<file path="config.mk">
export PLATFORM = sky130hd
export DESIGN_NAME = prog_mem
export DESIGN_NICKNAME = d
export VERILOG_FILES = /design/src/rtl/prog_mem.sv
export SDC_FILE = /design/constraint.sdc
export NUM_CORES = 1
export LEC_CHECK = 0
export ABC_AREA = 1
export CORE_MARGIN = 1.5
export CORE_UTILIZATION = 40
export CTS_CLUSTER_DIAMETER = 100
export DETAILED_ROUTE_END_ITERATION = 12
export PLACE_DENSITY_LB_ADDON = 0.1
export SLEW_MARGIN = 20
export SYNTH_ARGS = -nofsm -noshare
export SYNTH_HDL_FRONTEND = slang
export SYNTH_SLANG_ARGS = --single-unit
</file>
<file path="constraint.sdc">
create_clock -name clk -period 6.7 [get_ports clk]
set_input_delay 0.67 -clock clk [delete_from_list [all_inputs] [get_ports clk]]
set_output_delay 0.67 -clock clk [all_outputs]
set_load 0.005 [all_outputs]
</file>
<file path="src/rtl/prog_mem.sv">
// prog_mem -- writable program memory with a runtime byte-stream loader.
//
// The CPU reads instructions combinationally (data = mem[addr]) at all times.
// A host streams a complete program in through a valid/ready handshake; while
// the load is in progress, and for the one DONE cycle after it, cpu_hold
// freezes the CPU's program counter.
//
// Ports:
//   clk         in   system clock, rising edge
//   rst         in   synchronous active-high reset (clears memory as well)
//   addr        in   CPU fetch address
//   data        out  instruction at addr (combinational)
//   load_start  in   begin a full-program load (acted on in IDLE only)
//   load_abort  in   abandon a load in progress (acted on in LOAD only)
//   load_valid  in   load_data is valid
//   load_data   in   word written at the current write pointer
//   load_ready  out  a word is accepted this cycle (LOAD)
//   load_count  out  words written by the current or last load
//   load_done   out  one-cycle pulse in the cycle after the final write
//   cpu_hold    out  high in LOAD and DONE
module prog_mem #(
    parameter int ADDR_W = 4,
    parameter int DATA_W = 8
) (
    input  logic              clk,
    input  logic              rst,
    input  logic [ADDR_W-1:0] addr,
    output logic [DATA_W-1:0] data,
    input  logic              load_start,
    input  logic              load_abort,
    input  logic              load_valid,
    input  logic [DATA_W-1:0] load_data,
    output logic              load_ready,
    output logic [ADDR_W:0]   load_count,
    output logic              load_done,
    output logic              cpu_hold
);

    localparam int DEPTH = 2 ** ADDR_W;

    typedef enum logic [1:0] {
        S_IDLE = 2'd0,
        S_LOAD = 2'd1,
        S_DONE = 2'd2
    } state_t;

    state_t              r_state;
    state_t              w_state_next;
    logic [ADDR_W-1:0]   r_wptr;
    logic [ADDR_W:0]     r_count;
    logic [DATA_W-1:0]   r_mem [DEPTH];

    logic                w_xfer;
    logic                w_last;
    logic                w_start;

    // Abort takes priority over a concurrent valid word: nothing is written.
    assign w_xfer  = (r_state == S_LOAD) && load_valid && !load_abort;
    assign w_last  = (r_wptr == ADDR_W'(DEPTH - 1));
    assign w_start = (r_state == S_IDLE) && load_start;

    // ---------------- State register ----------------
    always_ff @(posedge clk) begin
        if (rst) begin
            r_state <= S_IDLE;
        end else begin
            r_state <= w_state_next;
        end
    end

    // ---------------- Next-state logic ----------------
    always_comb begin
        w_state_next = r_state;
        case (r_state)
            S_IDLE: begin
                if (load_start) begin
                    w_state_next = S_LOAD;
                end
            end
            S_LOAD: begin
                if (load_abort) begin
                    w_state_next = S_IDLE;
                end else if (w_xfer && w_last) begin
                    w_state_next = S_DONE;
                end
            end
            S_DONE: begin
                w_state_next = S_IDLE;
            end
            default: begin
                w_state_next = S_IDLE;
            end
        endcase
    end

    // ---------------- Output logic ----------------
    always_comb begin
        load_ready = 1'b0;
        load_done  = 1'b0;
        cpu_hold   = 1'b0;
        case (r_state)
            S_LOAD: begin
                load_ready = 1'b1;
                cpu_hold   = 1'b1;
            end
            S_DONE: begin
                load_done = 1'b1;
                cpu_hold  = 1'b1;
            end
            default: begin
                load_ready = 1'b0;
            end
        endcase
    end

    // ---------------- Write pointer and word counter ----------------
    // The pointer wraps naturally to 0 after the final word; the counter is
    // one bit wider so it can hold DEPTH.
    always_ff @(posedge clk) begin
        if (rst) begin
            r_wptr  <= '0;
            r_count <= '0;
        end else if (w_start) begin
            r_wptr  <= '0;
            r_count <= '0;
        end else if (w_xfer) begin
            r_wptr  <= r_wptr + 1'b1;
            r_count <= r_count + 1'b1;
        end
    end

    assign load_count = r_count;

    // ---------------- Storage ----------------
    // Every word must clear on reset, so the array is built from individual
    // registers rather than a RAM primitive.
    generate
        for (genvar gi = 0; gi < DEPTH; gi++) begin : g_word
            always_ff @(posedge clk) begin
                if (rst) begin
                    r_mem[gi] <= '0;
                end else if (w_xfer && (r_wptr == ADDR_W'(gi))) begin
                    r_mem[gi] <= load_data;
                end
            end
        end
    endgenerate

    assign data = r_mem[addr];

endmodule

</file>
==> results of run 1 <==
==> power groups by stage <==
stage          sequential (mW)  combinational, mW  clock, mW
6_report                 0.990              0.201      0.957
3_3_place_gp              1.01              0.199          0
5_1_grt                  0.992              0.225       1.00
4_1_cts                  0.990              0.203      0.966
3_5_place_dp              1.01              0.201          0
2_1_floorplan             1.00              0.119          0
==> metrics by stage <==
stage | setup slack (ns) | instances | hold slack (ns) | total power [mW]
floorplan | 4.393 | 795 | 0.4741 | 1.122
global placement | 2.772 | 1020 | 0.4753 | 1.206
detailed placement | 2.754 | 1020 | 0.4871 | 1.209
CTS | 2.745 | 1052 | 0.5011 | 2.158
global route | 2.591 | 1052 | 0.5273 | 2.217
finish | 2.718 | 1052 | 0.4948 | 2.148
==> cell families (layout without fill, tap and decap cells) <==
logic type      Yosys count  in the layout  share of synthesized area, %
xor+xnor                  1              1                        0.1283
buf+inv                 167            204                         9.382
fa+ha+maj                 9              9                         1.649
compound gates           32             32                         2.382
simple gates            447            447                         26.94
flops                   139            139                         59.52
==> worst paths after layout <==
kind	from	end	slack (ns)	depth (start not counted)
setup / recovery	addr[1]	data[7]	2.72	8
hold / removal	load_count[3]	load_count[3]	0.49	2
setup reg to reg	r_state[1]	r_mem[6][5]	3.81	6
hold reg to reg	load_count[3]	load_count[3]	0.49	2
==> registers in the layout (all words and copies together), names as in the netlist <==
register and cells:
r_wptr 4, load_count 5, r_state 2, r_mem 128
==> area by class of cell <==
class	instances	area, um2
Tap cell	220	275.3
Clock inverter	15	173.9
Sequential cell	139	4064
Fill cell	1582	8701
Multi-Input combinational cell	489	2128
Clock buffer	17	425.4
Inverter	131	491.7
Timing Repair Buffer	41	382.9
==> cell usage after synthesis, drive strengths merged <==
library cell and n:
o31ai 1, inv 131, buf 12, o21ai 21, nor2 139, nand3 113, nand3b 2, clkbuf 24
edfxtp 128, nand4 4, a21oi 10, ha 9, nand2 189, dfxtp 11, xnor2 1
==> per-layer routing <==
| metal | share of wire [%] | wire length [um] | global-route usage, % |
|---|---|---|---|
| met1 | 42 | 7967 | 27.70 |
| met2 | 49 | 9142 | 36.70 |
| met3 | 5.4 | 1019 | 3.767 |
| met4 | 3.4 | 629 | 11.05 |
| met5 | 0 | 0 | 0 |
==> worst max-delay path: stages <==
cell and delay, ns:
clkdlybuf4s50_1 0.40, buf_4 0.25, inv_1 0.83, nand3_1 0.27, nand3_1 0.15, nand3_1 0.12
nand2_1 0.11, clkdlybuf4s50_1 0.50
==> flow_summary_export.csv, run 1 <==
group,metric,value,unit
timing,slew_headroom,27.65,%
power_and_ir_drop,internal_power,1.630,mW
setup_path,end_kind,"output port",
timing,setup_tns,0,ns
final_layout,areaGrowthSynthToFinish,16.31,%
drt,vias,5343,
floorplanning,initial_utilization,41.03,%
final_layout,stdcell_area,7941,um2
cts,cts_resized,0,
power_and_ir_drop,pwr_density_cell,270.4,nW/um2
power_and_ir_drop,p_seq_share,46.1,%
global_route,grt_max_degree,66,
cts,cts.path.max_buffers,2,
synth,synth_top_area_share,56.29,%
placement,placed_area,7337,um2
floorplanning,dieHeight,133.7,um
run_status,status,"complete, no violations",
power_and_ir_drop,switchingPower,0.5182,mW
drt,drc,0,
power_and_ir_drop,p_clk_share,44.5,%
drt,drt-total-wl,18.76,mm
global_route,first_global_vias,5276,
final_layout,drive_above_1_share,5.168,%
placement,io_buffers,32,
run,cap_violations,0,
synth,synth_area,6828,um2
hold_path,min_path_type,"flop to flop",
cts,cts_tree,"yes",
setup_path,path_max_fanout,33,
placement,dp_hpwl,12.25,mm
cts,cts_root_buf,"clkbuf_16",
timing,max_freq,251.1,MHz
power_and_ir_drop,p_leak,3.474,nW
drt,detail_route.iter0.violations,479,
power_and_ir_drop,switching_share,24.13,%
cts,cts.sinks,139,
floorplanning,die_area,17860,um2
final_layout,final_cell_mix,"nand2_1 (189), nor2_1 (138), inv_1 (130)",
timing,setup_viol,0,
timing,hold_viol_final,0,
synth,avgSynthCellArea,8.588,um2
power_and_ir_drop,peakVddDrop,0.1736,mV
final_layout,fin_util,47.72,%
floorplanning,num_io_pins,33,
drt,ant_nets,0,
global_route,overflow,0,
cts,numCtsBuffers,17,
timing,worst_clock_skew,0.007921,ns
cts,h-tree-depth,4,
synth,yosys.area.top_type,"edfxtp_1",
drt,via_per_inst,5.079,
synth,syn_nets,821,
timing,fin_crit_sh,59.44,%
cts,hold_buffers,0,
floorplanning,num_rows,47,
timing,rsz0062_at_grt,"no",
global_route,grt_usage,22.01,%
timing,worst_slew_pin_slew,1.084,ns
timing,slew_violations,0,
setup_path,cp.arrival,3.31,ns
synth,syn_inst,795,
setup_path,worst_setup_path_start_kind,"primary input",
global_route,antenna_found_initial,0,
synth,yosys-top-cells-area,"edfxtp_1 (56%), nand2_1 (10%), nand3_1 (8.3%)",
cts,postCtsSetupRepairBufs,0,
final_layout,layout_commonest_cell,"nand2_1",
setup_path,critPathKind,"primary input to output port",
synth,yosys_warnings,0,
final_layout,antennaDiodeCount,0,
final_layout,nNetsFinal,845,
floorplanning,core_area,16640,um2
drt,wl_per_cell,17.83,um
drt,dr.pass1.iters,5,
cts,path_clk_slew,0.06,ns
placement,gp_congestion,0.8699,
global_route,grt_pass1_wl,29.08,mm
cts,clkLatencyLatePin,0.43,ns
power_and_ir_drop,combPwrFrac,9.4,%
synth,synth_cell_types,18,
synth,synth_seq_cells,139,
setup_path,worstPathRequired,6.03,ns
timing,finalCriticalPeriod,3.982,ns
floorplanning,die_w,133.7,um
synth,seq_area_frac_synth,59.52,%
(Power assumes the default switching activity.)
==> run 2, diff against run 1 <==
==> constraint.sdc (replaced) <==
create_clock -name clk -period 3.2 [get_ports clk]
set_input_delay 0.32 -clock clk [delete_from_list [all_inputs] [get_ports clk]]
set_output_delay 0.32 -clock clk [all_outputs]
set_load 0.005 [all_outputs]
==> run 2 against run 1 <==
Compared with the run above: die area unchanged; clock power rose by 110%; non-clock buffer count up 15; largest cell class unchanged.
==> flow_summary_export.csv, run 2 (same netlist as run 1, synthesis figures left out) <==
group,metric,value,unit
placement,place_inst,1035,
cts,numCtsBuffers,17,
setup_path,crit_buf_inv,3,
drt,dr.pass1.iters,5,
floorplanning,dieHeight,133.7,um
cts,cts.path.max_buffers,2,
cts,h-tree-depth,4,
floorplanning,core_area,16640,um2
setup_path,critPathKind,"primary input to output port",
setup_path,r2r_start,"r_state[1]",
final_layout,layout_commonest_cell,"nand2_1",
run_status,status,"complete, no violations",
global_route,grt.met2_usage,37.10,%
drt,drt-total-wl,19.15,mm
power_and_ir_drop,pwr_density_cell,558.2,nW/um2
global_route,grt_pass1_wl,30.27,mm
global_route,first_global_vias,5398,
setup_path,crit_family,"buffers and inverters",
global_route,overflow,0,
final_layout,areaGrowthSynthToFinish,17.63,%
setup_path,worstSetupStartpoint,"addr[1]",
cts,path_clk_slew,0.06,ns
setup_path,worst_setup_path_start_kind,"primary input",
floorplanning,die_area,17860,um2
hold_path,min_path_type,"flop to flop",
timing,slew_violations,0,
drt,vias,5466,
final_layout,final_cell_mix,"nand2_1 (189), nor2_1 (138), inv_1 (130)",
final_layout,drive_above_1_share,6.383,%
cts,clkLatencyLatePin,0.42,ns
final_layout,antennaDiodeCount,0,
final_layout,nNetsFinal,860,
drt,via_per_inst,5.128,
setup_path,crit_chain,"clkdlybuf4s50_1 > buf_4 > nand3_1 > nand3_1 > nand3_1 > nand2_1 > clkdlybuf4s50_1",
floorplanning,num_io_pins,33,
floorplanning,num_rows,47,
cts,cts_tree,"yes",
timing,setup_tns,0,ns
power_and_ir_drop,p_total,4.483,mW
timing,hold_viol_final,0,
drt,ant_nets,0,
setup_path,endpoint,"data[0]",
power_and_ir_drop,peakVddDrop,0.3776,mV
global_route,antenna_found_initial,0,
drt,detail_route.iter0.violations,507,
timing,setup_viol,0,
drt,wl_per_cell,17.97,um
setup_path,end_kind,"output port",
cts,cts_resized,0,
global_route,use_met3,3.539,%
cts,cts.sinks,139,
cts,hold_buffers,0,
setup_path,worstPathRequired,2.88,ns
final_layout,largest_reg_flops,128,
setup_path,path_max_fanout,32,
setup_path,rrSetupSlack,0.94,ns
timing,rsz0062_at_grt,"no",
timing,fin_crit_sh,78.22,%
timing,max_freq,399.5,MHz
setup_path,crit_slowest_cell,"clkdlybuf4s50_1",
placement,gp_congestion,0.8649,
cts,postCtsSetupRepairBufs,0,
setup_path,cp.arrival,2.18,ns
floorplanning,die_w,133.7,um
drt,drc,0,
global_route,grt_usage,22.85,%
setup_path,cp_num_cells,7,
setup_path,slowest_delay,0.50,ns
timing,worst_slew_pin_slew,0.8859,ns
timing,slew_headroom,40.88,%
placement,io_buffers,32,
final_layout,stdcell_count,1066,
global_route,busiest_layer,"met2",
setup_path,crit_top_cell,"nand3_1",
setup_path,r2r-end,"r_mem[13][2]",
placement,dp_hpwl,13.02,mm
power_and_ir_drop,p_leak,3.539,nW
final_layout,top_register,"r_mem",
timing,finalCriticalPeriod,2.503,ns
global_route,grt_max_degree,65,
cts,cts_root_buf,"clkbuf_16",
final_layout,fin_util,48.26,%
setup_path,reg2reg_depth,9,
run,cap_violations,0,
global_route,use_met1,30.39,%
timing,worst_clock_skew,0.007179,ns
timing,holdWs,0.4989,ns
floorplanning,initial_utilization,41.03,%
run 2: changes by cell type in the layout (fill, tap and decap cells not counted), sizes merged:
cell | previous run | this run
clkbuf | 17 | 19
clkinv | 7 | 6
clkinvlp | 3 | 2
buf | 10 | 25
inv | 133 | 132
run 2: worst reg2reg max path, cell delays in order (launching register included):
cell     delay [ns]
dfxtp_1        0.31
inv_1          0.12
ha_1           0.21
nand2_1        0.10
nor2_2         0.28
buf_4          0.24
nand2_1        0.15
inv_1          0.18
nand3_1        0.31
nor2_1         0.20
run 2: metrics by stage:
step | instance area (um2) | setup WS, ns
final | 8031 | 0.6971
after global routing | 8031 | 0.5624
after CTS | 8031 | 0.6951
after detailed placement | 7450 | 0.6785
after global placement | 7450 | 0.6819
after floorplan | 6828 | 0.9876
run 2: report_power, final:
part | total [mW] | internal (mW) | switching, mW
Combinational | 0.442 | 0.154 | 0.288
Sequential | 2.07 | 2.05 | 0.0233
Clock | 1.97 | 1.22 | 0.757
Total | 4.48 | 3.42 | 1.07
run 2: layout make-up:
type	count	area, um2
Clock buffer	19	432.9
Clock inverter	12	148.9
Fill cell	1601	8611
Inverter	131	491.7
Multi-Input combinational cell	489	2123
Sequential cell	139	4064
Tap cell	220	275.3
Timing Repair Buffer	56	495.5
run 2: how the worst min path moves through the flow:
stage	from	end	slack, ns	depth (start not counted)
2_1_floorplan	load_count[3]	load_count[3]	0.47	2
3_3_place_gp	load_count[2]	load_count[2]	0.48	2
3_5_place_dp	load_count[2]	load_count[2]	0.49	2
4_1_cts	load_count[2]	load_count[2]	0.50	2
5_1_grt	load_count[4]	load_count[4]	0.52	2
6_report	load_count[2]	load_count[2]	0.50	2
run 2: routing by layer:
metal	vias to the layer above	wire, um
met2	198	9086
met5	-	0
met3	37	1046
met1	2632	8386
met4	0	635
li1	2599	-
==> variant 1 (flow settings as in run 1) <==
Re-encode `state_t` (3 states) as one-hot, 3 bits wide.
--- a/src/rtl/prog_mem.sv
+++ b/src/rtl/prog_mem.sv
@@ -39,8 +39,8 @@
     localparam int DEPTH = 2 ** ADDR_W;
 
-    typedef enum logic [1:0] {
-        S_IDLE = 2'd0,
-        S_LOAD = 2'd1,
-        S_DONE = 2'd2
+    typedef enum logic [2:0] {
+        S_IDLE = 3'b001,
+        S_LOAD = 3'b010,
+        S_DONE = 3'b100
     } state_t;
 
Check against the original RTL: same outputs for any inputs over 10 cycles, from zero or initial values and one cycle with rst high; not proved beyond that.
==> variant 1 against run 1 <==
Setup slack lost 0.29 ns; total power grew 0.87%; wire length shrank 0.63%; largest cell class unchanged; synthesized cell count grew 2.3%; sequential share of layout area shrank 0.82 points; global-route usage shrank 0.24 points; design area grew 2.1%; sequential cell count grew 1; cell count grew 1.7%; sequential power grew 0.9%; die area grew 2.7%; area after synthesis grew 2.7%; largest power group unchanged.
==> variant 1: results (changes against run 1) <==
Logic synthesis
The fraction of the yosys area taken by sequential cells came to 58.2% (-1.3 points). The unique cell type count in the Yosys netlist is 25 (+7). The area share of fa/ha/maj cells after synthesis was 0.892% (-0.76 points). The net count after synthesis is 835 (+1.7%).

The post-synthesis compound-gate area fraction is 2.00% (-0.38 points). The per-instance average area after synthesis is 8.63 um2 (+0.46%). Ranked by total cell area, the synthesized netlist is headed by edfxtp_1 55%, nand2_1 11%, nand3_1 7.6%. After synthesis, the most frequently instantiated cells are 203 x nand2_1, 139 x nor2_1, 131 x inv_1.

Power and ir drop
The power density normalized to cell area is 267 nW/um2 (-1.2%). The total internal power is 1.69 mW (+3.4%). The power consumed by the clock network came to 0.991 mW (+3.6%).

The leakage power figure was 3.51 nW (+1.0%).

Route
The sum of met3 wire segment lengths after detailed routing was 929 um (-8.8%). The average via count per standard cell came to 4.98 (-2.0%). The routed length on met1 came to 8450 um (+6.0%). The routed length on met2 came to 8940 um (-2.3%).

Hold path
The hold path endpoint is load_count[1]$_SDFFE_PP0P_. The critical hold path startpoint is load_count[1]$_SDFFE_PP0P_.

GRT
The number of global-route vias before repair is 5,129 (-2.8%). The global-route wire length before repair is 29,100 um (about the same). The total routing usage reported by global routing is 21.8% (-0.24 points). The met2 demand-to-capacity share in global routing was 35.5% (-1.2 points). The met1 layer usage reported by global route was 29.4% (+1.7 points). The met3 track demand over resource in global routing came to 3.97% (+0.20 points).

Placement
The count of placed standard cells including taps is 1,038 (+1.8%). The post-placement cell area is 7480 um2 (+2.0%). The pre-CTS setup slack is 2.69 ns (-0.0686 ns). The weighted congestion reported at the end of routability-driven placement is 0.863 (-0.76%).

STA
The shortest clock period the worst path allows after layout is 4.27 ns (+0.289 ns). The setup clock skew after layout is 0.00506 ns (-0.00286 ns). The max-slew headroom at the worst pin is 26.1% (-1.6 points).

Critical path
The critical path ends at data[3]. The slowest cell on the critical path is clkinv_1. The endpoint of the lowest-slack register-to-register path is r_mem[4][3]$_SDFFCE_PN0P_. The worst endpoint data arrival time is 3.60 ns (+0.29 ns).

The launch instance of the worst register-to-register path is r_wptr[2]$_SDFFE_PP0P_. The depth of the most critical reg-to-reg path is 4 (-2). The register-to-register path setup slack is 4.29 ns (+0.48 ns).

Finish
The number of inserted filler cells in the final layout is 1,663 (+5.1%). The count of non-filler cells in the finished layout was 1,070 (+1.7%). The proportion of layout cells with a drive suffix above 1 is 6.63% (+1.5 points).

Status
The flow ran to the end, and the final reports show no timing, DRC or antenna violations.
## variant 1: cell count changes in the layout (fill, tap and decap cells not counted), moves of 6 or more
| cell | run 1 | this run |
|---|---|---|
| nand2_1 | 189 | 203 |
| nand3_1 | 113 | 107 |
| clkbuf_8 | 0 | 6 |
| nand3_2 | 0 | 6 |
| o21ai_0 | 13 | 6 |
## variant 1: cells by family (layout without fill, tap and decap cells)
| kind of cell | count (synthesis) | after routing |
|---|---|---|
| AO/OA/AOI/OAI | 27 | 27 |
| adder cells (fa/ha/maj) | 5 | 5 |
| buffers and inverters | 171 | 203 |
| flip-flops | 140 | 140 |
| AND/OR/NAND/NOR | 470 | 470 |
## variant 1: cell type report
type,instances,area share (%)
multi-input combinational,502,27.9
sequential,140,50.4
timing repair buffer,37,4.35
clock inverter,6,1.31
clock buffer,26,6.40
inverter,134,6.20
tap,225,3.47
## variant 1: tightest hold or removal path: stages, from the launching register on
cell and delay [ns]:
dfxtp_1 0.33, nand2_1 0.07, a21oi_1 0.06
==> variant 2 (settings of run 1) <==
Made on the original files. Change the parameter `ADDR_W` from 4 to 2.
--- a/src/rtl/prog_mem.sv
+++ b/src/rtl/prog_mem.sv
@@ -20,5 +20,5 @@
 //   cpu_hold    out  high in LOAD and DONE
 module prog_mem #(
-    parameter int ADDR_W = 4,
+    parameter int ADDR_W = 2,
     parameter int DATA_W = 8
 ) (
Ports: changed (resized addr and load_count); port bits go from 33 to 29. No check against the original RTL was run, so the function may have changed too.
==> variant 2 against run 1 <==
Via count down 75%; register-to-register slack gained 1.1 ns; first-iteration DRC count is 87% lower; wire length is 80% lower; sequential cell count is 100 lower; setup slack gained 0.68 ns; total power is 76% lower; area after synthesis is 73% lower; worst hold slack lost 0.0015 ns; design area decreased by 71%; critical path type unchanged; largest cell class unchanged.
==> variant 2: results (changes against run 1) <==
Logic synthesis
The synthesized instance count is 187 (-76%). The unique cell type count in the Yosys netlist is 19 (+1). Ranked by total cell area, the synthesized netlist is headed by edfxtp_1 52%, nor2_1 10%, dfxtp_1 7.6%. The fraction of the yosys area taken by sequential cells is 59.7% (+0.14 points). The net count after synthesis came to 211 (-74%). The most common cell in the synthesized netlist is nor2_1. The count of flip-flops with a built-in enable after synthesis was 32 (-75%).

Placement
The count of placed standard cells including taps came to 264 (-74%). The detailed placer's ending HPWL is 2820 um (-77%). The weighted congestion reported at the end of routability-driven placement was 0.844 (-3.0%). The port buffer count was 28 (-13%).

GRT
The largest net degree at the start of global routing is 18 (-73%). The number of global-route vias before repair is 1,334 (-75%). The global-route wire length before repair is 6300 um (-78%). The total routing usage reported by global routing is 16.4% (-5.6 points).

Power and ir drop
The leakage power figure was 0.910 nW (-74%). The switching power came to 0.114 mW (-78%). The peak ir drop on the vdd network came to 0.0000916 V (-47%).

Finish
The number of inserted filler cells in the final layout is 421 (-73%). The net count reported at finish is 243 (-71%).

Critical path
Among all stages on the critical path, the largest delay is contributed by clkdlybuf4s50_1. In this run the critical register-to-register path is captured at r_mem[2][3]$_SDFFCE_PN0P_. The delay of the slowest cell on the worst path is 0.80 ns (-0.03 ns). The register-to-register path setup slack is 4.89 ns (+1.08 ns). The maximum fanout along the worst path is 17 (-48%). The worst endpoint data arrival time is 2.64 ns (-0.67 ns).

Route
The overall via count from detail_route was 1,357 (-75%). The post-detailed-routing wire length is 3730 um (-80%). The detail-routed net length per standard cell is 13.7 um (-23%). The DRC marker count from the first detailed-route iteration is 61 (-87%).

Clocking
The H-tree level count is 2 (-2). The total CTS buffers came to 5 (-12). The root buffer cell is clkbuf_8.

The clock latency on the worst-skew pair was 0.29 ns (-0.14 ns).

STA
The transition time at the pin with the least slew margin is 0.525 ns (-0.559 ns).

Status
The run finished with clean final reports.

Hold path
The worst hold path begins at load_count[1]$_SDFFE_PP0N_. The path with the worst hold slack has its endpoint at load_count[1]$_SDFFE_PP0N_.
[variant 2: area by class of cell]
class	instances	area share, %
repair buffers	29	12.6
clock buffers	7	4.23
clock inverters	1	0.330
inverters	22	3.68
flip-flops and latches	39	48.4
well taps	52	2.86
multi-input cells	122	27.9
[variant 2: stage by stage]
| step | cell area [um2] | hold WS, ns | worst slack [ns] | utilization, % |
|---|---|---|---|---|
| 2_1_floorplan | 1850 | 0.459 | 4.79 | - |
| 3_3_place_gp | 2170 | 0.480 | 3.46 | 49.5 |
| 3_5_place_dp | 2170 | 0.487 | 3.38 | 49.5 |
| 4_1_cts | 2280 | 0.495 | 3.37 | 51.9 |
| 5_1_grt | 2280 | 0.516 | 3.22 | 51.9 |
| 6_report | 2280 | 0.493 | 3.39 | 51.9 |
[variant 2: power groups by stage]
stage	logic (mW)	clock network, mW	registers, mW
CTS	0.0586	0.177	0.274
finish	0.0575	0.174	0.274
global placement	0.0566	0	0.280
floorplan	0.0301	0	0.278
detailed placement	0.0584	0	0.280
global route	0.0645	0.187	0.275
[variant 2: cells by family after synthesis]
kind of cell	Yosys count	synth area share, %
flops	39	59.7
fa+ha+maj	9	6.10
simple gates	80	18.6
buf+inv	26	5.97
xor+xnor	1	0.475
compound gates	32	9.22
[variant 2: worst max-delay path by stage]
| stage | endpoint | from | cells past startpoint | slack, ns |
|---|---|---|---|---|
| global route | data[6] | addr[0] | 5 | 3.22 |
| global placement | data[1] | addr[0] | 5 | 3.46 |
| detailed placement | data[1] | addr[0] | 5 | 3.38 |
| CTS | data[1] | addr[0] | 5 | 3.37 |
| finish | data[4] | addr[0] | 5 | 3.39 |
| floorplan | r_mem[3][0]$_SDFFCE_PN0P_ | load_abort | 3 | 4.79 |
[variant 2: metal layers]
metal | track usage, % | vias to the layer above | part of all wire, %
li1 | - | 684 | -
met1 | 19.6 | 632 | 42
met2 | 28.5 | 34 | 51
met3 | 4.13 | 7 | 5.2
met4 | 6.29 | 0 | 1.7
met5 | 0 | - | 0
[variant 2: worst reg2reg max path: cells and delay by family (launching register included)]
kind	cells	cell delay, ns
fa+ha+maj	1	0.17
buf+inv	3	0.34
flops	1	0.34
simple gates	4	0.62
